File: src/rtl/spi_arb_pkg.sv
// Shared types and pad park values for the SPI flash port arbiter.
package spi_arb_pkg;

  typedef enum logic [2:0] {
    IDLE,
    GNT0,
    GNT1,
    GUARD,
    FORCE
  } arb_state_t;

  localparam logic [3:0] PARK_DQ_O  = 4'b0000;
  localparam logic [3:0] PARK_DQ_OE = 4'b0000;
  localparam logic       PARK_CSN   = 1'b1;
  localparam logic       PARK_SCK   = 1'b0;

endpackage

File: src/rtl/spi_arb_sync.sv
// Multi-flop synchroniser for a single asynchronous control input; the reset
// value is a port so the same cell serves both req (idle 0) and csn (idle 1).
module spi_arb_sync #(
  parameter int STAGES = 2
) (
  input  logic clk,
  input  logic rstn,
  input  logic rst_val,
  input  logic d,
  output logic q
);

  logic [STAGES-1:0] chain;

  // Shift the asynchronous input through the flop chain.
  always_ff @(posedge clk or negedge rstn) begin
    if (!rstn) begin
      chain <= {STAGES{rst_val}};
    end else begin
      chain <= {chain[STAGES-2:0], d};
    end
  end

  assign q = chain[STAGES-1];

endmodule

File: src/rtl/spi_flash_arbiter.sv
// Two-master arbiter for a single SPI/QSPI flash port. Ownership changes only
// at transaction boundaries, with a parked guard interval between owners and
// a watchdog that reclaims the port from an owner that left csn low.
module spi_flash_arbiter
  import spi_arb_pkg::*;
#(
  parameter int SYNC_STAGES  = 2,
  parameter int GUARD_CYCLES = 4,
  parameter int CSN_TIMEOUT  = 1024,
  parameter int ROUND_ROBIN  = 0
) (
  input  logic       clk,
  input  logic       rstn,
  input  logic       req0,
  output logic       gnt0,
  input  logic       csn0,
  input  logic       sck0,
  input  logic [3:0] dq_o0,
  input  logic [3:0] dq_oe0,
  input  logic       req1,
  output logic       gnt1,
  input  logic       csn1,
  input  logic       sck1,
  input  logic [3:0] dq_o1,
  input  logic [3:0] dq_oe1,
  output logic [3:0] dq_i,
  output logic       phy_csn,
  output logic       phy_sck,
  output logic [3:0] phy_dq_o,
  output logic [3:0] phy_dq_oe,
  input  logic [3:0] phy_dq_i,
  output logic       busy,
  output logic       err_timeout
);

  localparam int WD_W = $clog2(CSN_TIMEOUT + 1);
  localparam int GD_W = $clog2(GUARD_CYCLES + 1);

  localparam logic [WD_W-1:0] WD_LAST = WD_W'(CSN_TIMEOUT - 1);
  localparam logic [GD_W-1:0] GD_LAST = GD_W'(GUARD_CYCLES - 1);

  logic [SYNC_STAGES-1:0] run_chain;
  logic                   run;
  logic                   req0_s, req1_s, csn0_s, csn1_s;
  logic                   own_req, own_csn;

  arb_state_t             state, state_next;
  logic [WD_W-1:0]        wd_cnt, wd_next;
  logic [GD_W-1:0]        gd_cnt, gd_next;
  logic                   rr, rr_next;
  logic                   err, err_next;

  spi_arb_sync #(.STAGES(SYNC_STAGES)) u_sync_req0 (
    .clk(clk), .rstn(rstn), .rst_val(1'b0), .d(req0), .q(req0_s)
  );
  spi_arb_sync #(.STAGES(SYNC_STAGES)) u_sync_req1 (
    .clk(clk), .rstn(rstn), .rst_val(1'b0), .d(req1), .q(req1_s)
  );
  spi_arb_sync #(.STAGES(SYNC_STAGES)) u_sync_csn0 (
    .clk(clk), .rstn(rstn), .rst_val(1'b1), .d(csn0), .q(csn0_s)
  );
  spi_arb_sync #(.STAGES(SYNC_STAGES)) u_sync_csn1 (
    .clk(clk), .rstn(rstn), .rst_val(1'b1), .d(csn1), .q(csn1_s)
  );

  // Reset release is synchronised: the FSM stays frozen until ones ripple through.
  always_ff @(posedge clk or negedge rstn) begin
    if (!rstn) begin
      run_chain <= '0;
    end else begin
      run_chain <= {run_chain[SYNC_STAGES-2:0], 1'b1};
    end
  end

  assign run = run_chain[SYNC_STAGES-1];

  // The current owner's synchronised handshake, used by both grant states.
  assign own_req = (state == GNT1) ? req1_s : req0_s;
  assign own_csn = (state == GNT1) ? csn1_s : csn0_s;

  // State, counters, round-robin preference and sticky error registers.
  always_ff @(posedge clk or negedge rstn) begin
    if (!rstn) begin
      state  <= IDLE;
      wd_cnt <= '0;
      gd_cnt <= '0;
      rr     <= 1'b0;
      err    <= 1'b0;
    end else if (run) begin
      state  <= state_next;
      wd_cnt <= wd_next;
      gd_cnt <= gd_next;
      rr     <= rr_next;
      err    <= err_next;
    end
  end

  // Next-state logic: arbitration in IDLE, hold/watchdog in GNTn, guard timing.
  always_comb begin
    state_next = state;
    wd_next    = wd_cnt;
    gd_next    = gd_cnt;
    rr_next    = rr;
    err_next   = err;
    case (state)
      IDLE: begin
        wd_next = '0;
        gd_next = '0;
        // rr holds the requester preferred on a tie (only used in round-robin mode).
        if (req0_s && (!req1_s || (ROUND_ROBIN == 0) || !rr)) begin
          state_next = GNT0;
          rr_next    = 1'b1;
        end else if (req1_s) begin
          state_next = GNT1;
          rr_next    = 1'b0;
        end
      end
      GNT0, GNT1: begin
        if (own_req) begin
          wd_next = '0;
        end else if (own_csn) begin
          state_next = GUARD;
          wd_next    = '0;
          gd_next    = '0;
        end else if (wd_cnt == WD_LAST) begin
          state_next = FORCE;
          err_next   = 1'b1;
          wd_next    = '0;
        end else begin
          wd_next = wd_cnt + 1'b1;
        end
      end
      FORCE: begin
        state_next = GUARD;
        gd_next    = '0;
      end
      GUARD: begin
        // Counter only advances below its terminal value, so it cannot wrap.
        if (gd_cnt >= GD_LAST) begin
          state_next = IDLE;
        end else begin
          gd_next = gd_cnt + 1'b1;
        end
      end
      default: begin
        state_next = IDLE;
      end
    endcase
  end

  assign gnt0        = (state == GNT0);
  assign gnt1        = (state == GNT1);
  assign busy        = (state != IDLE);
  assign err_timeout = err;
  assign dq_i        = phy_dq_i;

  // Pad mux keyed on the registered grant so the owner's sck reaches the pad unretimed.
  always_comb begin
    phy_csn   = PARK_CSN;
    phy_sck   = PARK_SCK;
    phy_dq_o  = PARK_DQ_O;
    phy_dq_oe = PARK_DQ_OE;
    if (gnt0) begin
      phy_csn   = csn0;
      phy_sck   = sck0;
      phy_dq_o  = dq_o0;
      phy_dq_oe = dq_oe0;
    end else if (gnt1) begin
      phy_csn   = csn1;
      phy_sck   = sck1;
      phy_dq_o  = dq_o1;
      phy_dq_oe = dq_oe1;
    end
  end

endmodule

File: config.mk
export PLATFORM = sky130hd
export DESIGN_NAME = spi_flash_arbiter
export DESIGN_NICKNAME = d
export VERILOG_FILES = /design/src/rtl/spi_arb_pkg.sv /design/src/rtl/spi_arb_sync.sv /design/src/rtl/spi_flash_arbiter.sv
export SDC_FILE = /design/constraint.sdc
export NUM_CORES = 1
export LEC_CHECK = 0
export ABC_CLOCK_PERIOD_IN_PS = 3900
export CORE_UTILIZATION = 45
export CTS_CLUSTER_DIAMETER = 100
export DETAILED_ROUTE_END_ITERATION = 8
export PLACE_DENSITY = 0.76
export SLEW_MARGIN = 20
export SYNTH_ARGS = -nofsm -noshare
export SYNTH_HDL_FRONTEND = slang
export SYNTH_SLANG_ARGS = --single-unit
File: constraint.sdc
create_clock -name clk -period 3.9 [get_ports clk]
set_clock_uncertainty 0.2 [all_clocks]
set_input_delay 0.78 -clock clk [delete_from_list [all_inputs] [get_ports clk]]
set_output_delay 0.78 -clock clk [all_outputs]
set_load 0.03 [all_outputs]
* After elaboration in Yosys (flattened, before gate mapping)
Cells that the tools add are included.
W data, S select, Z words.
** Storage, ports and cells
- Register bits :: 28
- Bits in latches :: 0
- Memory bits (writable) :: 0
- Memory bits (read-only) :: 0
- Bits of input ports :: 28
- Output and inout port bits :: 18
- Logic and storage cells :: 60
- Memories :: 0
** Cells by class
- Add/subtract/negate cells :: 2
- $mul :: 0
- Divide/modulo/power cells :: 0
- Order comparisons :: 1
- Equal/unequal tests :: 11
- Shift-type cells :: 0
- Multiplexer cells :: 25
- Bitwise operators :: 2
- Reductions and logical operators :: 10
** Operators by type and width (number)
- $mux W11 :: 3
- $mux W3 :: 9
- $pmux W11 S2 :: 1
- $mux W4 :: 4
- $reduce_and A5 Y1 :: 3
- $pmux W3 S4 :: 1
- $add A11 B1 Y11 const B :: 1
- $eq A11 B10 Y1 const B :: 1
- $pmux W3 S3 :: 1
- $ne A2 B2 Y1 const B :: 4
- $eq A3 B2 Y1 const B :: 2
- $mux W1 :: 6
- $reduce_bool A3 Y1 :: 2
- $reduce_or A2 Y1 :: 2
- $add A3 B1 Y3 const B :: 1
- $eq A3 B1 Y1 const B :: 1
- $eq A3 B3 Y1 const B :: 1
- $ge A3 B2 Y1 const B :: 1
- $logic_not A3 Y1 :: 1
- $ne A3 B1 Y1 const B :: 1
- $ne A3 B3 Y1 const B :: 1
- $not A1 Y1 :: 2
- $reduce_and A2 Y1 :: 1
- $reduce_bool A2 Y1 :: 1

* Longest topological paths before layout
- Depth after elaboration :: 5
- Mapped depth :: 6
- Mapped depth without buffers :: 6

* Least setup slack after synthesis
No wires, ideal clock.
- Path type :: register to output
- Start point :: register state[2]
- End point :: output phy_csn
- Arrival :: 1.882 ns
- Data required time :: 2.920 ns
- Slack :: 1.038 ns
- Cell stages (with the launch flop) :: 6
- Buffers on the path :: 3
- Path through :: dfrtp_1 -> clkbuf_1 -> clkbuf_1 -> nor3b_1 -> clkbuf_1 -> a22oi_1
** Between the ends
- Elaborated cells on any way between the ends :: 4
- Classes of those cells :: eq/ne (2); mux (2)
** RTL lines
- start, declared :: RTL line spi_flash_arbiter.sv:47 : arb_state_t state, state_next;
- start signal, assigned :: RTL line spi_flash_arbiter.sv:90 : state <= state_next;
- $eq A3 B1 Y1 :: RTL line spi_flash_arbiter.sv:151 : assign gnt0 = (state == GNT0);
- named net gnt0 :: RTL line spi_flash_arbiter.sv:15 : output logic gnt0,
- $mux W1 :: RTL line spi_flash_arbiter.sv:163 : if (gnt0) begin
- end, declared :: RTL line spi_flash_arbiter.sv:27 : output logic phy_csn,
The timed path passes the listed nets, and every way through them passes these cells.

* Worst setup path in the final report
- Start point :: register state[0]
- End point :: output phy_dq_o[3]
** Between the ends
- Word-level cells in the longest chain between the ends :: 3
- Elaborated cells on any way between the ends :: 4
- Classes of those cells :: eq/ne (2); mux (2)
** RTL lines
- $eq A3 B2 Y1 :: RTL line spi_flash_arbiter.sv:152 : assign gnt1 = (state == GNT1);
- $mux W4 :: RTL line spi_flash_arbiter.sv:168 : end else if (gnt1) begin
- $mux W4 (*) :: RTL line spi_flash_arbiter.sv:163
- end, declared :: RTL line spi_flash_arbiter.sv:29 : output logic [3:0] phy_dq_o,
Every way passes the cells marked *; elsewhere a longest branch is shown, timed or not.

==> results.cfg <==
[outcome]
status = finished, final reports clean

[finish]
final_design_area_no_fill_um2 = 2020
final-instance-count-excl-fill = 237
final_layout_size_suffix_gt1_frac = 0.105
area_delta_synth_final_pct = 25.6
fin_nets = 223
final_core_utilization = 0.596
insertedDiodeCount = 0

[floorplan]
die_h_um = 61.8
floorplan.core_area_um2 = 3390
top_level_ports = 46
initial_core_util = 0.474
die-area_um2 = 3820
fp.dieW_um = 61.8
placementRows = 21

[synth]
synth_top_family_by_area = compound AO/OA/AOI/OAI gates
post_synth_main_area_contributors = dfrtp_1 37%, dfstp_2 6.5%, a22o_1 5.4%
synth_most_common_cell = dfrtp_1
synth.cell_area_um2 = 1610
yosys.area.top_type_share = 0.374
yosys.area_share.simple = 0.185
yosys_register_bits = 28
synth.net_count = 189
ys_warn_count = 0
fraction_of_the_mapped_netlist_area_in_compound_gates = 0.254
synth.mux.area_fraction = 0.0405
synth_xor_area_frac = 0
synthFlopType = dfrtp_1
synthDominantAreaCellType = dfrtp_1
number_of_enable_flip_flop_cells_after_synthesis = 0
synthesis.instances = 158
yosysSeqAreaShare = 0.439
synthesis.area_per_instance_um2 = 10.2
synth_adder_area_share = 0.0233
yosys-top-cells-count = 24 x dfrtp_1, 10 x a22o_1, 10 x nand2_1
count_of_different_cell_masters_after_synthesis = 49
synth_async_sr_flop_share = 1.00

[place]
place.detailed.instances = 233
finalWeightedCongestion = 0.830
detailed_place.area_um2 = 2000
buffer_ports.inserted = 37
detailed_place_hpwl_um = 2770
post-place-ws_ns = 0.760

[worst_setup_path]
reg2reg_depth = 5
worst_ep_required_time_ns = 2.92
worst-path-stages = 4
capturing_element_type_of_the_critical_path = output pin
cpMaxStageDelayCell = clkdlybuf4s50_1
path_buf_inv = 2
worstPathMaxFanout = 17
critical_path.reg2reg.endpoint = state[0]
reg_to_reg_start = wd_cnt[0]
r2r_setup_slack_ns = 1.59
critical_path.max_stage_delay_ns = 0.68
worstSetupPathType = reg -> out
crit_arrival_ns = 2.32
timing.critical_path.from_type = flop
path_delay_family = buffers and inverters
path_cells = nor3b_1 -> buf_4 -> a22o_1 -> clkdlybuf4s50_1

[timing]
timing_hold_violations_final = 0
setup_viol_count_final = 0
worst_slack_ns = 0.596
max-slew-margin-rel = 0.630
maxSlewViolCount = 0
timing.final.crit_period_ns = 3.30
tightestPinTransition_ns = 0.555
tns_ns = 0
maxClockFrequency_ghz = 0.303
crit_share_post_route = 0.847
rsz0062_at_grt = no

[routing]
drtPass1Iterations = 4
route.final.wire_length_um = 3500
routed_via_density = 6.02
first_iter_violations = 109
antenna_violating_nets_post_route = 0
drc_errors_left = 0
wl_per_cell_um = 14.8
vias = 1426

[clock_tree]
cts_hold_buf = 0
cts_tree = built
clk-insertion-delay-late_ns = 0.33
h-tree-depth = 1
cts-resized-gates = 0
clk_path_buf_depth = 2
cts_buffers = 3
post_cts_buffers = 0
cts.reportedPaths.clkPinSlew_ns = 0.15
clock_sink_count = 28
ctsRootBufferMaster = clkbuf_4

[power_and_ir_drop]
vdd_ir_drop_max_v = 0.000324
leakage_dissipation_nw = 0.846
cellPowerDensity_nw_per_um2 = 534

[global_routing]
first_pass_grt_wire_length_um = 5710
grt_start_max_net_pins = 27
globalRouteTotalUtil = 0.206
first_global_vias = 1367
initial_antenna_violation_count = 0
global_route.overflow_total = 0

[hold_path]
timing.hold.worst_endpoint = u_sync_req0.chain[1]
hp-class = reg -> reg
hold_start = u_sync_req0.chain[0]
whs_path_depth = 0

[flow_run]
max-cap-violations = 0
registers in the layout (all words and copies together) (netlist names):
register,flops
u_sync_req1.chain,2
wd_cnt,11
u_sync_csn0.chain,2
gd_cnt,3
err_timeout,1
u_sync_csn1.chain,2
u_sync_req0.chain,2
state,3
run_chain,2
area by class of cell:
cell class / instances / area [um^2]
inverter: 6 / 22.5
multi-input combinational: 112 / 812
sequential: 28 / 706
fill: 293 / 1370
clock buffer: 4 / 26.3
tap: 46 / 57.6
timing repair buffer: 41 / 395
cells by family after synthesis:
family                     after synthesis
AOI/OAI and AO/OA                       51
and+or+nand+nor                         51
DFF                                     28
buffers and inverters                   18
muxes                                    6
adders and majority gates                3
other                                    1
per-stage QoR:
step	hold slack [ns]	power, mW
2_1_floorplan	0.131	0.753
3_3_place_gp	0.132	0.937
3_5_place_dp	0.138	0.960
4_1_cts	0.166	1.08
5_1_grt	0.175	1.14
6_report	0.163	1.08
worst max path at each step:
stage | startpoint | to | slack, ns
after floorplan | state[2] | phy_csn | 1.04
after global placement | csn0 | phy_csn | 0.78
after detailed placement | csn0 | phy_csn | 0.76
after CTS | state[0] | phy_dq_o[3] | 0.59
after global routing | state[1] | phy_dq_oe[3] | 0.44
final | state[0] | phy_dq_o[3] | 0.60
cells in the final DEF, fill, tap and decap left out, types with 3 or more instances in the layout:
master,netlist,layout
clkdlybuf4s50_1,0,36
dfrtp_1,24,24
a22o_1,10,10
nand2_1,10,10
nand2b_1,8,8
inv_1,6,6
a21o_1,6,6
nand3_1,5,5
nor2_1,5,5
o21ai_0,5,5
nand4_1,4,4
mux2_1,4,4
buf_4,4,4
dfstp_2,4,4
a21oi_1,3,3
o21ai_1,3,3
nand3b_1,3,3
ha_1,3,3
clkbuf_4,0,3
power by group:
group / switching (mW) / leakage (nW) / internal [mW] / total (mW)
Sequential: 0.0553 / 0.359 / 0.316 / 0.371
Clock: 0.0811 / 0.0150 / 0.0401 / 0.121
Combinational: 0.320 / 0.471 / 0.265 / 0.586
layer usage:
metal | vias up | global-route usage | routed length [um]
li1 | 664 | - | -
met1 | 679 | 0.236 | 1360
met2 | 74 | 0.372 | 1810
met3 | 9 | 0.0497 | 265
met4 | 0 | 0.0794 | 66
met5 | - | 0 | 0
worst register-to-register path: stages, from the launching register on:
cell	delay (ns)
dfrtp_1	0.43
ha_1	0.23
nand3_1	0.12
or4_4	0.59
a211oi_4	0.28
mux2_1	0.35
Power figures use the tool's default switching activity.
